## config.mk

```make
export PLATFORM = sky130hd
export DESIGN_NAME = acc_cfg_regfile
export DESIGN_NICKNAME = d
export VERILOG_FILES = /design/src/rtl/acc_cfg_pkg.sv /design/src/rtl/acc_done_collector.sv /design/src/rtl/acc_cfg_regfile.sv
export SDC_FILE = /design/constraint.sdc
export NUM_CORES = 1
export LEC_CHECK = 0
export ABC_AREA = 1
export BUFFER_PORTS_ARGS = -buffer_cell sky130_fd_sc_hd__buf_2
export CAP_MARGIN = 10
export CORE_ASPECT_RATIO = 0.5
export CORE_UTILIZATION = 55
export CTS_CLUSTER_SIZE = 30
export DETAILED_ROUTE_END_ITERATION = 7
export PLACE_DENSITY_LB_ADDON = 0.1
export SLEW_MARGIN = 20
export SYNTH_ARGS = -nofsm -noshare
export SYNTH_HDL_FRONTEND = slang
export SYNTH_SLANG_ARGS = --single-unit
```

## constraint.sdc

```tcl
create_clock -name clk -period 3.51 [get_ports clk]
set_clock_uncertainty 0.1 [all_clocks]
set_input_delay 0 -clock clk [delete_from_list [all_inputs] [get_ports clk]]
set_output_delay 0 -clock clk [all_outputs]
set_load 0.05 [all_outputs]
```

## src/rtl/acc_cfg_pkg.sv

```systemverilog
// rtl/acc_cfg_pkg.sv - shared constants and FSM state type for the accelerator run controller
package acc_cfg_pkg;

  localparam logic [31:0] ADDR_TH     = 32'h0000_0970;
  localparam logic [31:0] ADDR_OP     = 32'h0000_0974;
  localparam logic [31:0] ADDR_START  = 32'h0000_0978;
  localparam logic [31:0] ADDR_STATUS = 32'h0000_097C;

  localparam logic [1:0] MODE_IDLE = 2'b00;
  localparam logic [1:0] MODE_KNN  = 2'b01;
  localparam logic [1:0] MODE_SVM  = 2'b10;
  localparam logic [1:0] MODE_BOTH = 2'b11;

  localparam logic OP_OR  = 1'b0;
  localparam logic OP_AND = 1'b1;

  typedef enum logic [1:0] {
    ST_IDLE,
    ST_LAUNCH,
    ST_RUN,
    ST_RESULT
  } state_t;

endpackage

```

## src/rtl/acc_done_collector.sv

```systemverilog
// rtl/acc_done_collector.sv - sticky engine done/class capture and stress combine
module acc_done_collector
  import acc_cfg_pkg::*;
(
  input  logic       clk,
  input  logic       resetn,
  input  logic       clear,
  input  logic       capture,
  input  logic [1:0] mode,
  input  logic       op,
  input  logic       knn_done,
  input  logic       knn_class,
  input  logic       svm_done,
  input  logic       svm_class,
  output logic       knn_cls,
  output logic       svm_cls,
  output logic       complete,
  output logic       stress
);

  logic knn_got;
  logic svm_got;
  logic knn_now;
  logic svm_now;
  logic knn_eff;
  logic svm_eff;

  // complete and stress include strobes arriving this cycle so RESULT follows the last done directly
  always_comb begin
    knn_now  = capture & mode[0] & knn_done & ~knn_got;
    svm_now  = capture & mode[1] & svm_done & ~svm_got;
    knn_eff  = knn_got ? knn_cls : knn_class;
    svm_eff  = svm_got ? svm_cls : svm_class;
    complete = (~mode[0] | knn_got | knn_now) & (~mode[1] | svm_got | svm_now);
    stress   = 1'b0;
    case (mode)
      MODE_KNN:  stress = knn_eff;
      MODE_SVM:  stress = svm_eff;
      MODE_BOTH: stress = (op == OP_AND) ? (knn_eff & svm_eff) : (knn_eff | svm_eff);
      default:   stress = 1'b0;
    endcase
  end

  always_ff @(posedge clk or negedge resetn) begin
    if (!resetn) begin
      knn_got <= 1'b0;
      svm_got <= 1'b0;
      knn_cls <= 1'b0;
      svm_cls <= 1'b0;
    end else if (clear) begin
      knn_got <= 1'b0;
      svm_got <= 1'b0;
      knn_cls <= 1'b0;
      svm_cls <= 1'b0;
    end else begin
      if (knn_now) begin
        knn_got <= 1'b1;
        knn_cls <= knn_class;
      end
      if (svm_now) begin
        svm_got <= 1'b1;
        svm_cls <= svm_class;
      end
    end
  end

endmodule

```

## src/rtl/acc_cfg_regfile.sv

```systemverilog
// rtl/acc_cfg_regfile.sv - host register slave and KNN/SVM run controller
module acc_cfg_regfile
  import acc_cfg_pkg::*;
#(
  parameter int ADDR_W  = 32,
  parameter int DATA_W  = 32,
  parameter int TIMEOUT = 4096
) (
  input  logic              clk,
  input  logic              resetn,
  input  logic              enable,
  input  logic              write,
  input  logic [ADDR_W-1:0] address,
  input  logic [DATA_W-1:0] write_data,
  output logic [DATA_W-1:0] read_data,
  output logic              read_valid,
  output logic              bus_err,
  output logic [15:0]       knn_th,
  output logic [15:0]       svm_th,
  output logic              knn_start,
  output logic              svm_start,
  input  logic              knn_done,
  input  logic              knn_class,
  input  logic              svm_done,
  input  logic              svm_class,
  output logic              valid,
  output logic              stress_out
);

  localparam int CNT_W = $clog2(TIMEOUT);

  state_t             state;
  logic [31:0]        th;
  logic               op;
  logic [1:0]         mode;
  logic               done_flag;
  logic               timeout_flag;
  logic [CNT_W-1:0]   cnt;

  logic               hit_th, hit_op, hit_start, hit_status, mapped;
  logic               idle, busy;
  logic [1:0]         start_mode;
  logic               launch_req, abort_req, th_we, op_we, rd_ok, err;
  logic [7:0]         status_word;
  logic [DATA_W-1:0]  rdata;

  logic               knn_cls, svm_cls, complete, stress;

  assign knn_th = th[15:0];
  assign svm_th = th[31:16];

  always_comb begin
    hit_th      = (address == ADDR_W'(ADDR_TH));
    hit_op      = (address == ADDR_W'(ADDR_OP));
    hit_start   = (address == ADDR_W'(ADDR_START));
    hit_status  = (address == ADDR_W'(ADDR_STATUS));
    mapped      = hit_th | hit_op | hit_start | hit_status;
    idle        = (state == ST_IDLE);
    busy        = ~idle;
    start_mode  = write_data[1:0];
    launch_req  = enable & write & hit_start & (start_mode != MODE_IDLE) & idle;
    abort_req   = enable & write & hit_start & (start_mode == MODE_IDLE) & busy;
    th_we       = enable & write & hit_th & idle;
    op_we       = enable & write & hit_op & idle;
    rd_ok       = enable & ~write & mapped;
    // configuration writes and relaunches are refused while a run is in flight
    err         = enable & (~mapped | (write & hit_status) |
                  (write & busy & (hit_th | hit_op | (hit_start & (start_mode != MODE_IDLE)))));
    status_word = {mode, stress_out, svm_cls, knn_cls, timeout_flag, done_flag, busy};
    rdata       = '0;
    if (hit_th)     rdata = DATA_W'(th);
    if (hit_op)     rdata = DATA_W'(op);
    if (hit_status) rdata = DATA_W'(status_word);
  end

  acc_done_collector u_collector (
    .clk       (clk),
    .resetn    (resetn),
    .clear     (launch_req),
    .capture   ((state == ST_RUN) & ~abort_req),
    .mode      (mode),
    .op        (op),
    .knn_done  (knn_done),
    .knn_class (knn_class),
    .svm_done  (svm_done),
    .svm_class (svm_class),
    .knn_cls   (knn_cls),
    .svm_cls   (svm_cls),
    .complete  (complete),
    .stress    (stress)
  );

  always_ff @(posedge clk or negedge resetn) begin
    if (!resetn) begin
      state        <= ST_IDLE;
      th           <= '0;
      op           <= OP_OR;
      mode         <= MODE_IDLE;
      done_flag    <= 1'b0;
      timeout_flag <= 1'b0;
      cnt          <= '0;
      read_data    <= '0;
      read_valid   <= 1'b0;
      bus_err      <= 1'b0;
      knn_start    <= 1'b0;
      svm_start    <= 1'b0;
      valid        <= 1'b0;
      stress_out   <= 1'b0;
    end else begin
      read_data  <= rd_ok ? rdata : '0;
      read_valid <= rd_ok;
      bus_err    <= err;
      knn_start  <= 1'b0;
      svm_start  <= 1'b0;
      valid      <= 1'b0;
      if (th_we) th <= write_data[31:0];
      if (op_we) op <= write_data[0];
      case (state)
        ST_IDLE: begin
          if (launch_req) begin
            state        <= ST_LAUNCH;
            mode         <= start_mode;
            done_flag    <= 1'b0;
            timeout_flag <= 1'b0;
            knn_start    <= start_mode[0];
            svm_start    <= start_mode[1];
          end
        end
        ST_LAUNCH: begin
          cnt   <= '0;
          state <= abort_req ? ST_IDLE : ST_RUN;
        end
        ST_RUN: begin
          // abort beats a completing strobe; a completion in the final cycle beats timeout
          if (abort_req) begin
            state <= ST_IDLE;
          end else if (complete) begin
            state      <= ST_RESULT;
            valid      <= 1'b1;
            stress_out <= stress;
            done_flag  <= 1'b1;
          end else if (cnt == CNT_W'(TIMEOUT - 1)) begin
            state        <= ST_IDLE;
            timeout_flag <= 1'b1;
          end else begin
            cnt <= cnt + CNT_W'(1);
          end
        end
        default: state <= ST_IDLE;
      endcase
    end
  end

endmodule

```

=== Word-level counts from Yosys, hierarchy flattened ===
Index checks and enable logic that the tools add are counted.

* Register bits after elaboration: 93
* Input bits: 72
* Output and inout port bits: 70
* Logic and storage cells: 135

* Add/sub/neg operators: 1
* Equal/unequal tests: 17
* Mux-type cells: 41
* Bitwise logic cells: 45
* Reduce and logical (&&, ||, !) cells: 13

{| class="wikitable"
|+ Operators with widths
! cell !! number
|-
| $eq A32 B12 Y1 const B || 4
|-
| $mux W32 || 4
|-
| $mux W12 || 3
|-
| $and A1 B1 Y1 || 26
|-
| $mux W1 || 24
|-
| $pmux W12 S2 || 1
|-
| $add A12 B1 Y12 const B || 1
|-
| $eq A12 B12 Y1 const B || 1
|-
| $or A1 B1 Y1 || 11
|-
| $mux W2 || 5
|-
| $reduce_bool A2 Y1 || 5
|-
| $ne A2 B2 Y1 const B || 4
|-
| $not A1 Y1 || 8
|-
| $reduce_and A4 Y1 || 2
|-
| $eq A2 B2 Y1 const B || 3
|-
| $pmux W2 S3 || 1
|-
| $reduce_and A5 Y1 || 1
|-
| $eq A2 B1 Y1 const B || 2
|-
| $logic_not A2 Y1 || 2
|-
| $ne A2 B1 Y1 const B || 2
|-
| $ne A4 B3 Y1 const B || 1
|-
| $pmux W1 S2 || 2
|-
| $reduce_and A2 Y1 || 2
|-
| $pmux W1 S3 || 1
|-
| $reduce_and A3 Y1 || 1
|}

=== Depth between registers and ports, before layout ===
* Depth in word-level cells: 14
* Mapped depth: 14

=== Hierarchy ===
From an unflattened synthesis, not the netlist that was laid out.

* Cells, all modules: 519
* Area total of the unflattened synthesis: 4306.6 um2

{| class="wikitable"
|+ By module, submodules not included
! module !! instances !! cells each !! area each (um2) !! sequential area each (um2)
|-
| acc_cfg_regfile || 1 || 481 || 4040.1 || 2227.1
|-
| acc_done_collector || 1 || 38 || 266.5 || 100.1
|}

=== Least setup slack after synthesis ===
OpenSTA, ideal clock, no wires.

* Path kind: register -> register
* From: register cnt[0]
* To: register cnt[10]
* Setup time: 0.117 ns
* Data arrival time: 1.594 ns
* Setup slack: 1.699 ns
* Cell stages (with the launch flop): 12
* Path through: dfrtp_1 ha_1 nand2_1 inv_2 nand2_1 nor3_1 nand3_1 nand2_1 nand2_1 buf_2 nand4_1 nand2_1

* Cells in the longest elaborated chain, start to end: 5
* Elaborated cells between the ends (all ways): 8

{| class="wikitable"
|+ RTL lines
! what !! RTL line !! source
|-
| from (decl) || acc_cfg_regfile.sv:38 || <nowiki>logic [CNT_W-1:0] cnt;</nowiki>
|-
| from (signal assigned) || acc_cfg_regfile.sv:146 || <nowiki>cnt <= cnt + CNT_W'(1);</nowiki>
|-
| $add A12 B1 Y12 || acc_cfg_regfile.sv:146 ||
|-
| $mux W12 || acc_cfg_regfile.sv:142 || <nowiki>end else if (cnt == CNT_W'(TIMEOUT - 1)) begin</nowiki>
|-
| $mux W12 || acc_cfg_regfile.sv:137 || <nowiki>end else if (complete) begin</nowiki>
|-
| $mux W12 || acc_cfg_regfile.sv:135 || <nowiki>if (abort_req) begin</nowiki>
|-
| $pmux W12 S2 || acc_cfg_regfile.sv:118 || <nowiki>case (state)</nowiki>
|}

Parallel ways exist; a longest one is shown, timed or not. The select of a mux whose other input is x is not followed.
A chain may end at the register's enable or synchronous reset.

=== Worst setup path in the final report ===
* From: register state[0]
* To: register th[25]

* Cells in the longest elaborated chain, start to end: 2

{| class="wikitable"
|+ RTL lines
! what !! RTL line !! source
|-
| from (decl) || acc_cfg_regfile.sv:32 || <nowiki>state_t state;</nowiki>
|-
| from (signal assigned) || acc_cfg_regfile.sv:131 || <nowiki>state <= abort_req ? ST_IDLE : ST_RUN;</nowiki>
|-
| $logic_not A2 Y1 || acc_cfg_regfile.sv:58 || <nowiki>idle = (state == ST_IDLE);</nowiki>
|-
| $and A1 B1 Y1 || acc_cfg_regfile.sv:63 || <nowiki>th_we = enable & write & hit_th & idle;</nowiki>
|-
| to (signal assigned) || acc_cfg_regfile.sv:116 || <nowiki>if (th_we) th <= write_data[31:0];</nowiki>
|-
| to (decl) || acc_cfg_regfile.sv:33 || <nowiki>logic [31:0] th;</nowiki>
|}

Every way passes these cells.

==> results_dict.tcl <==
set metrics [dict create \
    cp_max_fo 35 \
    tritoncts "built" \
    postSynthCellCount 525 \
    grt_pass1_vias 3730 \
    slew_viol_final 0 \
    worstHoldPathCells 4 \
    io_pins 142 \
    vias_per_cell 4.94 \
    placementRows 22 \
    worstMarginPinSlew_ps 960 \
    vias 4023 \
    fmax_mhz 412 \
    period_minus_slack_ps 2430 \
    ys_types 32 \
    dieArea_sq_um 8520 \
    dp_hpwl_um 6960 \
    path_class "reg -> reg" \
    gr-total-overflow 0 \
    relSlewSlack 0.360 \
    r2r_cells 7 \
    worstPathRequired_ps 3700 \
    synth_area_per_cell_sq_um 8.52 \
    seq_area_frac_synth 0.520 \
    nNetsFinal 774 \
    synth-edff-count 0 \
    yosysTopAreaCell "dfrtp_1" \
    drtAntennaViolNets 0 \
    synth_top_area_share 0.520 \
    grt_max_degree 77 \
    yosys_register_bits 93 \
    initial_core_util 0.589 \
    crit_path_start_kind "register" \
    die_x_um 130 \
    ys_top_cells_by_count "nand2_1, dfrtp_1, nor2_1" \
    grt_first_pass_wirelength_um 17100 \
    drc 0 \
    drt_iter0_drc 221 \
    power_density_nw_per_um2 413 \
    vdd_ir_drop_max_mv 0.267 \
    outcome "completed" \
    cp.arrival_ps 2610 \
    clock_latency_ps 340 \
    cts_root_buf "clkbuf_16" \
    wire_per_inst_um 12.8 \
    dp_slack_ps 1130 \
    min_period_over_period 0.691 \
    tns_ps 0 \
    fp.dieH_um 65.8 \
    gp_congestion 0.923 \
    p_leak_nw 3.28 \
    cts_inserted_buffers 9 \
    cts.repair.resized 0 \
    cap_violations 0 \
    drt_wl_total_um 10400 \
    hold_violations 0 \
    clock_sinks 93 \
    clkTransAtPathRegs_ps 70 \
    post_route_cells_drive_above_1_share 0.329 \
    track_usage 0.264 \
    post_cts_buffers 0 \
    hp-class "in -> reg" \
    antenna_found_initial 0 \
    syn-num-nets 598 \
    synth-main-ff-cell "dfrtp_1" \
    htree_levels 3 \
    dr.pass1.iters 5 \
    rsz0062_at_grt "false" \
    worst_slack_ps 1080 \
    portBuffers 141 \
    async_reset_ff_frac 1.00 \
    synth.cell_area_sq_um 4470 \
    n_antenna_cell 0 \
    cp-end-kind "register" \
    setup-violations-final 0 \
    holdBufCountCts 38 \
    coreArea_sq_um 7600 \
    synth_area_leaders "dfrtp_1, nand2_1, a21boi_2" \
    area_growth_syn_to_layout_pct 32.3 \
    ctsLongestPathBuffers 2 \
    synth_most_common_cell "nand2_1" \
    synth_warnings 0 \
]
[power breakdown]
group / internal (W) / switching (W) / leakage (nW)
logic: 0.0000996 / 0.000205 / 1.86
registers: 0.00108 / 0.0000179 / 1.27
clock network: 0.000630 / 0.000409 / 0.154
[flip-flops by register name (all words and copies together) (netlist names), 2 cells and up]
signal / flops
read_data: 32
cnt: 12
state: 2
mode: 2
th: 32
[cells in the final DEF, fill, tap and decap left out, types with 5 or more instances in the layout]
master	count
nand2_1	146
nor3_1	12
a21boi_2	26
nand2_2	5
inv_2	36
xnor2_1	5
o21ai_0	6
nand3_1	22
a21oi_1	18
dlygate4sd3_1	38
buf_2	140
nor2_1	63
dfrtp_1	93
inv_1	39
clkbuf_16	9
nand4_1	10
[cell families (layout without fill, tap and decap cells)]
group                      count (synthesis)  count (layout)  share of synthesized area
AOI/OAI and AO/OA                         60              60                      0.109
DFF                                       93              93                      0.520
buffers and inverters                     91             272                     0.0898
xor gates and xnor gates                   9               9                     0.0176
adders and majority gates                  1               1                    0.00280
and+or+nand+nor                          271             271                      0.260
[per-stage QoR]
| step | power (W) | instances | utilization | area, sq um | hold WS [ps] |
|---|---|---|---|---|---|
| after floorplan | 0.00131 | 525 | - | 4470 | -396 |
| after global placement | 0.00139 | 760 | 0.686 | 5210 | 93.8 |
| after detailed placement | 0.00140 | 760 | 0.686 | 5210 | 95.6 |
| after CTS | 0.00246 | 814 | 0.778 | 5910 | 38.6 |
| after global routing | 0.00254 | 814 | 0.779 | 5920 | 102 |
| final | 0.00245 | 814 | 0.779 | 5920 | 65.2 |
[metal layers]
metal | up-vias | routed length (um) | global-route usage | share of wire
met3 | 17 | 589 | 0.0534 | 0.056
met4 | 0 | 169 | 0.0828 | 0.016
met1 | 1881 | 4550 | 0.320 | 0.44
met5 | - | 0 | 0 | 0
met2 | 137 | 5110 | 0.478 | 0.49
li1 | 1988 | - | - | -
[cell type report]
cell class              count  area (sq um)
flip-flops and latches     93          2330
inverters                  75           282
repair buffers            181          1100
fillers                   533          1680
well taps                 108           135
clock buffers              10           229
clock inverters             6          93.8
multi-input cells         341          1750
[worst max-delay path, stage by stage, from the launching register on]
cell,delay (ps)
dfrtp_1,500
nor2_2,220
inv_1,80
nor2_1,250
nand2_4,280
inv_2,700
a21boi_1,180
inv_2,70
[path summary, 6_finish.rpt]
path	from	end	slack (ps)
min in group asynchronous	resetn	cnt[6]$_DFFE_PN0P_	240
max in group asynchronous	resetn	done_flag$_DFFE_PN0P_	2240
worst max-delay path	state[0]$_DFFE_PN0P_	th[25]$_DFFE_PN0P_	1080
worst min register to register	cnt[1]$_DFFE_PN0P_	cnt[1]$_DFFE_PN0P_	410
worst max register to register	state[0]$_DFFE_PN0P_	th[25]$_DFFE_PN0P_	1080
worst min-delay path	knn_done	u_collector.knn_got$_DFFE_PN0P_	70
(Power assumes the default switching activity.)
